## config.mk

```make
export PLATFORM = sky130hd
export DESIGN_NAME = pc_counter_node
export DESIGN_NICKNAME = d
export VERILOG_FILES = /design/src/rtl/pc_counter_node.sv
export SDC_FILE = /design/constraint.sdc
export NUM_CORES = 1
export LEC_CHECK = 0
export BUFFER_PORTS_ARGS = -buffer_cell sky130_fd_sc_hd__buf_2
export CAP_MARGIN = 15
export CORE_UTILIZATION = 60
export CTS_BUF_LIST = sky130_fd_sc_hd__clkbuf_8
export DETAILED_ROUTE_END_ITERATION = 10
export PLACE_DENSITY = 0.8
export SLEW_MARGIN = 15
export SYNTH_ARGS = -nofsm -noshare
export SYNTH_HDL_FRONTEND = slang
export SYNTH_SLANG_ARGS = --single-unit
```

## constraint.sdc

```tcl
create_clock -name clk -period 11.88 [get_ports clk]
set_clock_uncertainty 0.15 [all_clocks]
set_input_delay 1.782 -clock clk [delete_from_list [all_inputs] [get_ports clk]]
set_output_delay 1.782 -clock clk [all_outputs]
set_load 0.02 [all_outputs]
```

## src/rtl/pc_counter_node.sv

```systemverilog
// pc_counter_node: performance-counter responder on the pc ring. It counts
// XFER/STALL/IDLE handshake events per monitored port plus a node cycle counter.
// Latency is one register stage. The ring has no backpressure: every valid
// input packet produces a valid output packet one cycle later.
//
// Ports:
//   clk, reset            - rising-edge clock, async active-high reset
//   port_valid/port_ready - handshake pair of monitored port i at bit i
//   io_pcIn_*             - upstream ring packet (no ready)
//   io_pcOut_*            - downstream ring packet, fully registered
module pc_counter_node #(
  parameter logic [15:0] MODULE_ID = 16'h0001,
  parameter int          NUM_PORTS = 2
) (
  input  logic                 clk,
  input  logic                 reset,
  input  logic [NUM_PORTS-1:0] port_valid,
  input  logic [NUM_PORTS-1:0] port_ready,
  input  logic                 io_pcIn_valid,
  input  logic                 io_pcIn_bits_request,
  input  logic [15:0]          io_pcIn_bits_moduleId,
  input  logic [7:0]           io_pcIn_bits_portId,
  input  logic [15:0]          io_pcIn_bits_pcValue,
  input  logic [3:0]           io_pcIn_bits_pcType,
  output logic                 io_pcOut_valid,
  output logic                 io_pcOut_bits_request,
  output logic [15:0]          io_pcOut_bits_moduleId,
  output logic [7:0]           io_pcOut_bits_portId,
  output logic [15:0]          io_pcOut_bits_pcValue,
  output logic [3:0]           io_pcOut_bits_pcType
);

  localparam logic [7:0] CYC_PORT   = 8'hFF;
  localparam logic [3:0] TYPE_XFER  = 4'd0;
  localparam logic [3:0] TYPE_STALL = 4'd1;
  localparam logic [3:0] TYPE_IDLE  = 4'd2;
  localparam logic [3:0] TYPE_CLEAR = 4'd3;

  logic [15:0] xfer_cnt  [NUM_PORTS];
  logic [15:0] stall_cnt [NUM_PORTS];
  logic [15:0] idle_cnt  [NUM_PORTS];
  logic [15:0] cyc_cnt;

  logic [NUM_PORTS-1:0] ev_xfer;
  logic [NUM_PORTS-1:0] ev_stall;
  logic [NUM_PORTS-1:0] ev_idle;
  logic [NUM_PORTS-1:0] clr;

  logic        port_ok;
  logic        cyc_ok;
  logic        hit;
  logic [15:0] sel_xfer;
  logic [15:0] sel_stall;
  logic [15:0] sel_idle;
  logic [15:0] sel_value;

  // Saturating increment: sticks at all-ones instead of wrapping.
  function automatic logic [15:0] sat_inc(input logic [15:0] v, input logic ev);
    return (ev && (v != 16'hFFFF)) ? v + 16'd1 : v;
  endfunction

  assign ev_xfer  = port_valid & port_ready;
  assign ev_stall = port_valid & ~port_ready;
  assign ev_idle  = port_ready & ~port_valid;

  always_comb begin
    sel_xfer  = '0;
    sel_stall = '0;
    sel_idle  = '0;
    clr       = '0;
    port_ok   = (io_pcIn_bits_portId < 8'(NUM_PORTS)) && (io_pcIn_bits_pcType <= TYPE_CLEAR);
    cyc_ok    = (io_pcIn_bits_portId == CYC_PORT) && (io_pcIn_bits_pcType == TYPE_XFER);
    hit       = io_pcIn_valid && io_pcIn_bits_request &&
                (io_pcIn_bits_moduleId == MODULE_ID) && (port_ok || cyc_ok);

    // Port mux written as a compare loop so an 8-bit portId never indexes
    // the small counter arrays directly.
    for (int i = 0; i < NUM_PORTS; i++) begin
      if (io_pcIn_bits_portId == 8'(i)) begin
        sel_xfer  = xfer_cnt[i];
        sel_stall = stall_cnt[i];
        sel_idle  = idle_cnt[i];
        clr[i]    = hit && (io_pcIn_bits_pcType == TYPE_CLEAR);
      end
    end

    // Reported value always comes from the registers, i.e. before this
    // cycle's update.
    if (io_pcIn_bits_portId == CYC_PORT) begin
      sel_value = cyc_cnt;
    end else begin
      case (io_pcIn_bits_pcType)
        TYPE_XFER, TYPE_CLEAR: sel_value = sel_xfer;
        TYPE_STALL:            sel_value = sel_stall;
        TYPE_IDLE:             sel_value = sel_idle;
        default:               sel_value = '0;
      endcase
    end
  end

  // Counters. A clear wins over the old value but still records an event
  // landing in the same cycle, so nothing is lost across a read-and-clear.
  always_ff @(posedge clk or posedge reset) begin
    if (reset) begin
      cyc_cnt <= '0;
      for (int i = 0; i < NUM_PORTS; i++) begin
        xfer_cnt[i]  <= '0;
        stall_cnt[i] <= '0;
        idle_cnt[i]  <= '0;
      end
    end else begin
      cyc_cnt <= sat_inc(cyc_cnt, 1'b1);
      for (int i = 0; i < NUM_PORTS; i++) begin
        if (clr[i]) begin
          xfer_cnt[i]  <= {15'd0, ev_xfer[i]};
          stall_cnt[i] <= {15'd0, ev_stall[i]};
          idle_cnt[i]  <= {15'd0, ev_idle[i]};
        end else begin
          xfer_cnt[i]  <= sat_inc(xfer_cnt[i], ev_xfer[i]);
          stall_cnt[i] <= sat_inc(stall_cnt[i], ev_stall[i]);
          idle_cnt[i]  <= sat_inc(idle_cnt[i], ev_idle[i]);
        end
      end
    end
  end

  // Output stage. Bits only load on a valid packet so they hold otherwise;
  // reset drops whatever packet was in flight.
  always_ff @(posedge clk or posedge reset) begin
    if (reset) begin
      io_pcOut_valid         <= 1'b0;
      io_pcOut_bits_request  <= 1'b0;
      io_pcOut_bits_moduleId <= '0;
      io_pcOut_bits_portId   <= '0;
      io_pcOut_bits_pcValue  <= '0;
      io_pcOut_bits_pcType   <= '0;
    end else begin
      io_pcOut_valid <= io_pcIn_valid;
      if (io_pcIn_valid) begin
        io_pcOut_bits_request  <= hit ? 1'b0 : io_pcIn_bits_request;
        io_pcOut_bits_moduleId <= io_pcIn_bits_moduleId;
        io_pcOut_bits_portId   <= io_pcIn_bits_portId;
        io_pcOut_bits_pcValue  <= hit ? sel_value : io_pcIn_bits_pcValue;
        io_pcOut_bits_pcType   <= io_pcIn_bits_pcType;
      end
    end
  end

endmodule

```

==> results.md, run 1 <==
* Post-synthesis instance total at 939
* F_max at 268 MHz
* CTS resizes at 0
* Crit path DAT at 3930 ps
* Area of the mapped netlist at 8710 um^2
* Clock Tree Buf Depth at 2
* Least-Margin Pin Slew at 1080 ps
* CTS tree: done
* Power Density at 134 nW/um^2
* Initial core utilization at 62.1%
* Element type at the critical path end: flip-flop
* Diodes inserted at 0
* Drt pass-1 iters at 5
* Pwr Total at 1.29 mW
* IO Port Bufs at 97
* Core ar. at 14,000 um^2
* CTS root buf: clkbuf_8
* Crit path max fanout at 64
* Commonest non-fill, non-tap cell in the layout: dfrtp_1
* GRT Residual Overflow at 0
* Setup Buffers After CTS at 0
* H-tree depth at 4
* Layout area overhead at 10.9%
* Status: finished, final reports clean
* Sinks on the clock net at 158
* Final std cells w/o fill at 1,207
* Die area at 15,000 um^2
* Syn_nets at 998
* Layout Nets at 1,073
* Routability Congestion at 0.932
* Number of synthesized register bits at 158
* Max Cap Viol at 0
* Die Y at 123 um
* Initial antenna violation count at 0
* Yosys warning count at 0
* Final Hold Fails at 0
* R2R setup slack at 9590 ps
* Fillers at 1,093
* Final Cycle Share at 31.4%
* Reg2Reg Depth at 6
* Total negative setup slack at 0 ps
* Footprint of the multi-input gates at 4530 um^2
* Worst hold start: io_pcOut_bits_moduleId[15]$_DFFE_PP0P_
* Worst-Skew Late Latency at 470 ps
* EDFF count, synth at 0
* Fin. max-slew vios at 0
* Hold Buf Count CTS at 0
* Vias in the first global route at 7,152
* Largest net degree at the start of global routing at 109
* Register clock-pin slew on the reported worst setup and hold paths at 80 ps
* Worst r2r src: idle_cnt[0]$_DFFE_PP0P_
* Primary FF master, synth: dfrtp_1
* RSZ-0062 raised after global routing: no
* Row count at 43
* Leak at 4.01 nW
* Post-DP HPWL at 16.8 mm
* Worst Hold Endpoint: io_pcOut_bits_moduleId[15]$_DFFE_PP0P_
* Worst hold stages at 1
* WL/cell at 19.2 um
* Placed cell count at 1,175
* Post-route minimum period at 3730 ps
* Total Routing Usage GR at 32.2%
* Most frequent cells in the layout: 158 x dfrtp_1, 129 x nor2_1, 97 x buf_2
* Post-route DRC at 0
* Seq/Total Area, Yosys at 45.4%
* End-of-flow core utilization at 68.8%
* Worst setup path category: in -> reg
* Synth async-reset ratio at 100%
* I/O pins at 98
* Hold WC Path Type: reg -> reg
* Final setup viols at 0
* Synth Area per Inst at 9.28 um^2
* Slew HR at 27.6%
* Nature of the critical path startpoint: input pin
* DRT antenna net count at 0
* Global-route wire length before repair at 37.1 mm
* Max VDD drop at 0.126 mV
* Die Width at 123 um
* RR Endpoint: idle_cnt[15]$_DFFE_PP0P_
* Layout cell share with drive strength beyond 1 at 17.3%
* CTS Buf Count at 17
* WL final at 23.2 mm
* Register area at 3950 um^2
* DR iter-0 viols at 1,001
* Vias after detailed routing at 7,758
* Crit path required time at 12,080 ps
* Vias per cell at 6.43
* Synth unique cells at 60
==> report_power, final <==
part / leakage [nW] / switching (mW) / internal, mW
Combinational: 1.79 / 0.124 / 0.0921
Clock: 0.193 / 0.206 / 0.186
Sequential: 2.03 / 0.0877 / 0.598
==> cells in the mapped netlist (4+ instances only) <==
cell type / n / area [um^2]
dfrtp_1: 158 / 3950
nor2_1: 129 / 484
nand3_1: 54 / 270
nand2_1: 52 / 195
xnor2_1: 52 / 455
nand4_1: 40 / 250
o22ai_1: 40 / 250
nor3_1: 32 / 160
o21ai_0: 30 / 150
mux2_2: 29 / 327
a21oi_1: 27 / 135
clkbuf_1: 27 / 101
xor2_1: 24 / 210
nor4_1: 21 / 131
a31oi_1: 19 / 119
buf_2: 19 / 95.1
nand2b_1: 19 / 119
and4_1: 16 / 140
mux2i_1: 15 / 150
a211oi_1: 13 / 97.6
nor2b_1: 12 / 75.1
and3_1: 10 / 62.6
inv_1: 10 / 37.5
o21ai_1: 10 / 50.1
ha_1: 7 / 87.6
or3_1: 6 / 37.5
nand3b_1: 5 / 37.5
o211ai_1: 5 / 37.5
and2_1: 4 / 25.0
nor3b_1: 4 / 30.0
o21a_1: 4 / 30.0
==> through the flow <==
stage / instance area, um^2 / setup slack [ps] / hold WS [ps]
CTS: 9670 / 8210 / 359
global placement: 9290 / 7720 / 334
finish: 9670 / 8150 / 354
detailed placement: 9290 / 7740 / 340
global route: 9670 / 7950 / 375
floorplan: 8710 / 5680 / 316
==> flip-flops by register name, indices dropped and copies added (netlist names), 4 cells and up <==
signal,count
stall_cnt,32
idle_cnt,32
io_pcOut_bits_pcValue,16
io_pcOut_bits_moduleId,16
io_pcOut_bits_pcType,4
io_pcOut_bits_portId,8
xfer_cnt,32
cyc_cnt,16
==> final cells by class <==
class	count	area share [%]
clock buffer	21	2.99
clock inverter	11	0.945
inverter	10	0.440
multi-input combinational	723	46.8
sequential	158	40.9
tap	180	2.33
timing repair buffer	104	5.57
==> how the worst max path moves through the flow <==
stage,cells past startpoint,end,from,slack [ps]
global placement,7,stall_cnt[16]$_DFFE_PP0P_,io_pcIn_valid,7720
detailed placement,8,xfer_cnt[15]$_DFFE_PP0P_,io_pcIn_valid,7740
global route,8,xfer_cnt[15]$_DFFE_PP0P_,io_pcIn_valid,7950
finish,7,stall_cnt[16]$_DFFE_PP0P_,io_pcIn_valid,8150
CTS,8,xfer_cnt[15]$_DFFE_PP0P_,io_pcIn_valid,8210
floorplan,1,cyc_cnt[0]$_DFFE_PP0P_,reset,5680
==> worst max-delay path: stages <==
cell and delay (ps):
buf_2 70, buf_4 540, nor4b_1 370, and4_1 370, and3_1 410, nor3b_1 90, a211o_1 270
==> metal layers <==
layer  wire [um]  up-vias  GRT usage (%)  part of all wire (%)
li1            -     3595              -                     -
met1        9720     3733           44.3                    42
met2       10900      366           48.6                    47
met3        1810       64           8.13                   7.8
met4         809        0           13.3                   3.5
met5           0        -              0                     0
==> logic make-up (layout without fill, tap and decap cells) <==
kind of cell,Yosys count,after routing,synth area share (%)
xor gates and xnor gates,76,76,7.64
adders and majority gates,7,7,1.01
AOI/OAI and AO/OA,168,168,12.0
buffers and inverters,58,146,2.77
muxes,44,44,5.47
DFF,158,158,45.4
and+or+nand+nor,428,428,25.7
Note: power is estimated with default switching activity, not from simulation.
==> run 2: changes to the inputs <==
--- a/config.mk
+++ b/config.mk
@@ -7,10 +7,10 @@
 export LEC_CHECK = 0
 export BUFFER_PORTS_ARGS = -buffer_cell sky130_fd_sc_hd__buf_2
 export CAP_MARGIN = 15
-export CORE_UTILIZATION = 60
+export CORE_UTILIZATION = 55
 export CTS_BUF_LIST = sky130_fd_sc_hd__clkbuf_8
 export DETAILED_ROUTE_END_ITERATION = 10
-export PLACE_DENSITY = 0.8
+export PLACE_DENSITY = 0.78
 export SLEW_MARGIN = 15
 export SYNTH_ARGS = -nofsm -noshare
 export SYNTH_HDL_FRONTEND = slang
==> constraint.sdc (replaced) <==
create_clock -name clk -period 3.2 [get_ports clk]
set_clock_uncertainty 0.15 [all_clocks]
set_input_delay 0.48 -clock clk [delete_from_list [all_inputs] [get_ports clk]]
set_output_delay 0.48 -clock clk [all_outputs]
set_load 0.02 [all_outputs]
==> results.md, run 2 (synthesized netlist as in run 1, its figures left out) <==
* Crit path max fanout at 24
* Final setup viols at 0
* Total negative setup slack at 0 ps
* Max Cap Viol at 0
* Die Y at 128 um
* Crit path required time at 3410 ps
* Reg2Reg Depth at 5
* H-tree depth at 4
* Status: finished, final reports clean
* Pwr Total at 4.97 mW
* Global-route wire length before repair at 36.6 mm
* Post-route DRC at 0
* Leak at 4.09 nW
* Least-Margin Pin Slew at 875 ps
* Post-route minimum period at 2280 ps
* Final Cycle Share at 71.3%
* Placed cell count at 1,213
* Worst hold margin at 17.8 ps
* Worst-Skew Late Latency at 470 ps
* Power Density at 505 nW/um^2
* Vias per cell at 6.15
* Vias in the first global route at 7,091
* Layout area overhead at 13.0%
* Fin. max-slew vios at 0
* Initial antenna violation count at 0
* Fillers at 1,283
* Post-Route M1 WL at 9.85 mm
* Detail Route met3 WL at 1.51 mm
* I/O pins at 98
* Largest registers: idle_cnt (32), stall_cnt (32), xfer_cnt (32)
* Slew HR at 41.5%
* WL/cell at 18.1 um
* GRT Residual Overflow at 0
* Core ar. at 15,300 um^2
* Hold WC Path Type: in -> async
* Diodes inserted at 0
* Hold Buf Count CTS at 0
* Layout cell share with drive strength beyond 1 at 18.1%
* Post-DP HPWL at 16.3 mm
* Commonest non-fill, non-tap cell in the layout: dfrtp_1
* Register area at 3950 um^2
* Worst setup path category: in -> reg
* WL final at 22.6 mm
* Crit path from: io_pcIn_bits_portId[3]
* Vias after detailed routing at 7,652
* DR iter-0 viols at 913
* CTS Buf Count at 17
* Crit path DAT at 2490 ps
* Clock Tree Buf Depth at 2
* Footprint of the multi-input gates at 4530 um^2
* Final Hold Fails at 0
* Register clock-pin slew on the reported worst setup and hold paths at 100 ps
* Total Routing Usage GR at 28.8%
* RSZ-0062 raised after global routing: no
* Routability Congestion at 0.950
* DRT antenna net count at 0
* F_max at 438 MHz
* Initial core utilization at 56.9%
* Metal2 WL at 10.6 mm
* Setup Buffers After CTS at 0
* Drt pass-1 iters at 5
* Sinks on the clock net at 158
* Max VDD drop at 0.394 mV
* Nature of the critical path startpoint: input pin
* Die area at 16,300 um^2
* CTS tree: done
* Final std cells w/o fill at 1,245
* Largest net degree at the start of global routing at 64
* Row count at 45
* Element type at the critical path end: flip-flop
* CTS resizes at 0
* Die Width at 128 um
* Max Used Layer: met4
* Most frequent cells in the layout: 158 x dfrtp_1, 129 x nor2_1, 97 x buf_2
* Worst r2r src: xfer_cnt[9]$_DFFE_PP0P_
* IO Port Bufs at 97
* Layout Nets at 1,080
* CTS root buf: clkbuf_8
-- run 2: stage by stage --
step	utilization, %	area, um^2	setup WS [ps]
2_1_floorplan	-	8720	569
3_3_place_gp	61.5	9410	565
3_5_place_dp	61.5	9410	510
4_1_cts	64.3	9850	960
5_1_grt	64.3	9850	772
6_report	64.3	9850	918
-- run 2: path summary, 6_finish.rpt --
check,to,slack (ps)
max,stall_cnt[9]$_DFFE_PP0P_,920
min,idle_cnt[7]$_DFFE_PP0P_,20
max reg2reg,xfer_cnt[6]$_DFFE_PP0P_,940
min reg2reg,cyc_cnt[9]$_DFFE_PP0P_,360
max in group asynchronous,io_pcOut_bits_pcValue[8]$_DFFE_PP0P_,2170
min in group clk,io_pcOut_bits_moduleId[5]$_DFFE_PP0P_,100
-- run 2: power breakdown --
| part | internal [mW] | leakage [nW] | switching, mW |
|---|---|---|---|
| clock | 0.804 | 0.223 | 0.843 |
| combinational | 0.350 | 1.84 | 0.457 |
| sequential | 2.22 | 2.03 | 0.297 |
| total | 3.37 | 4.09 | 1.60 |
-- run 2: cell type report --
class / count / area share, %
tap: 211 / 2.68
inverter: 10 / 0.419
clock inverter: 15 / 2.05
sequential: 158 / 40.1
multi-input combinational: 723 / 46.0
clock buffer: 17 / 2.38
timing repair buffer: 111 / 6.38
-- run 2: critical path: stages --
cell and delay, ps:
buf_2 130, nor3_1 490, and3_1 510, and4_1 450, buf_4 330, nor2_1 90
-- run 2: per-layer routing --
layer | global-route usage (%) | vias to the layer above
li1 | - | 3603
met1 | 40.3 | 3697
met2 | 44.5 | 304
met3 | 5.97 | 48
met4 | 10.4 | 0
met5 | 0 | -
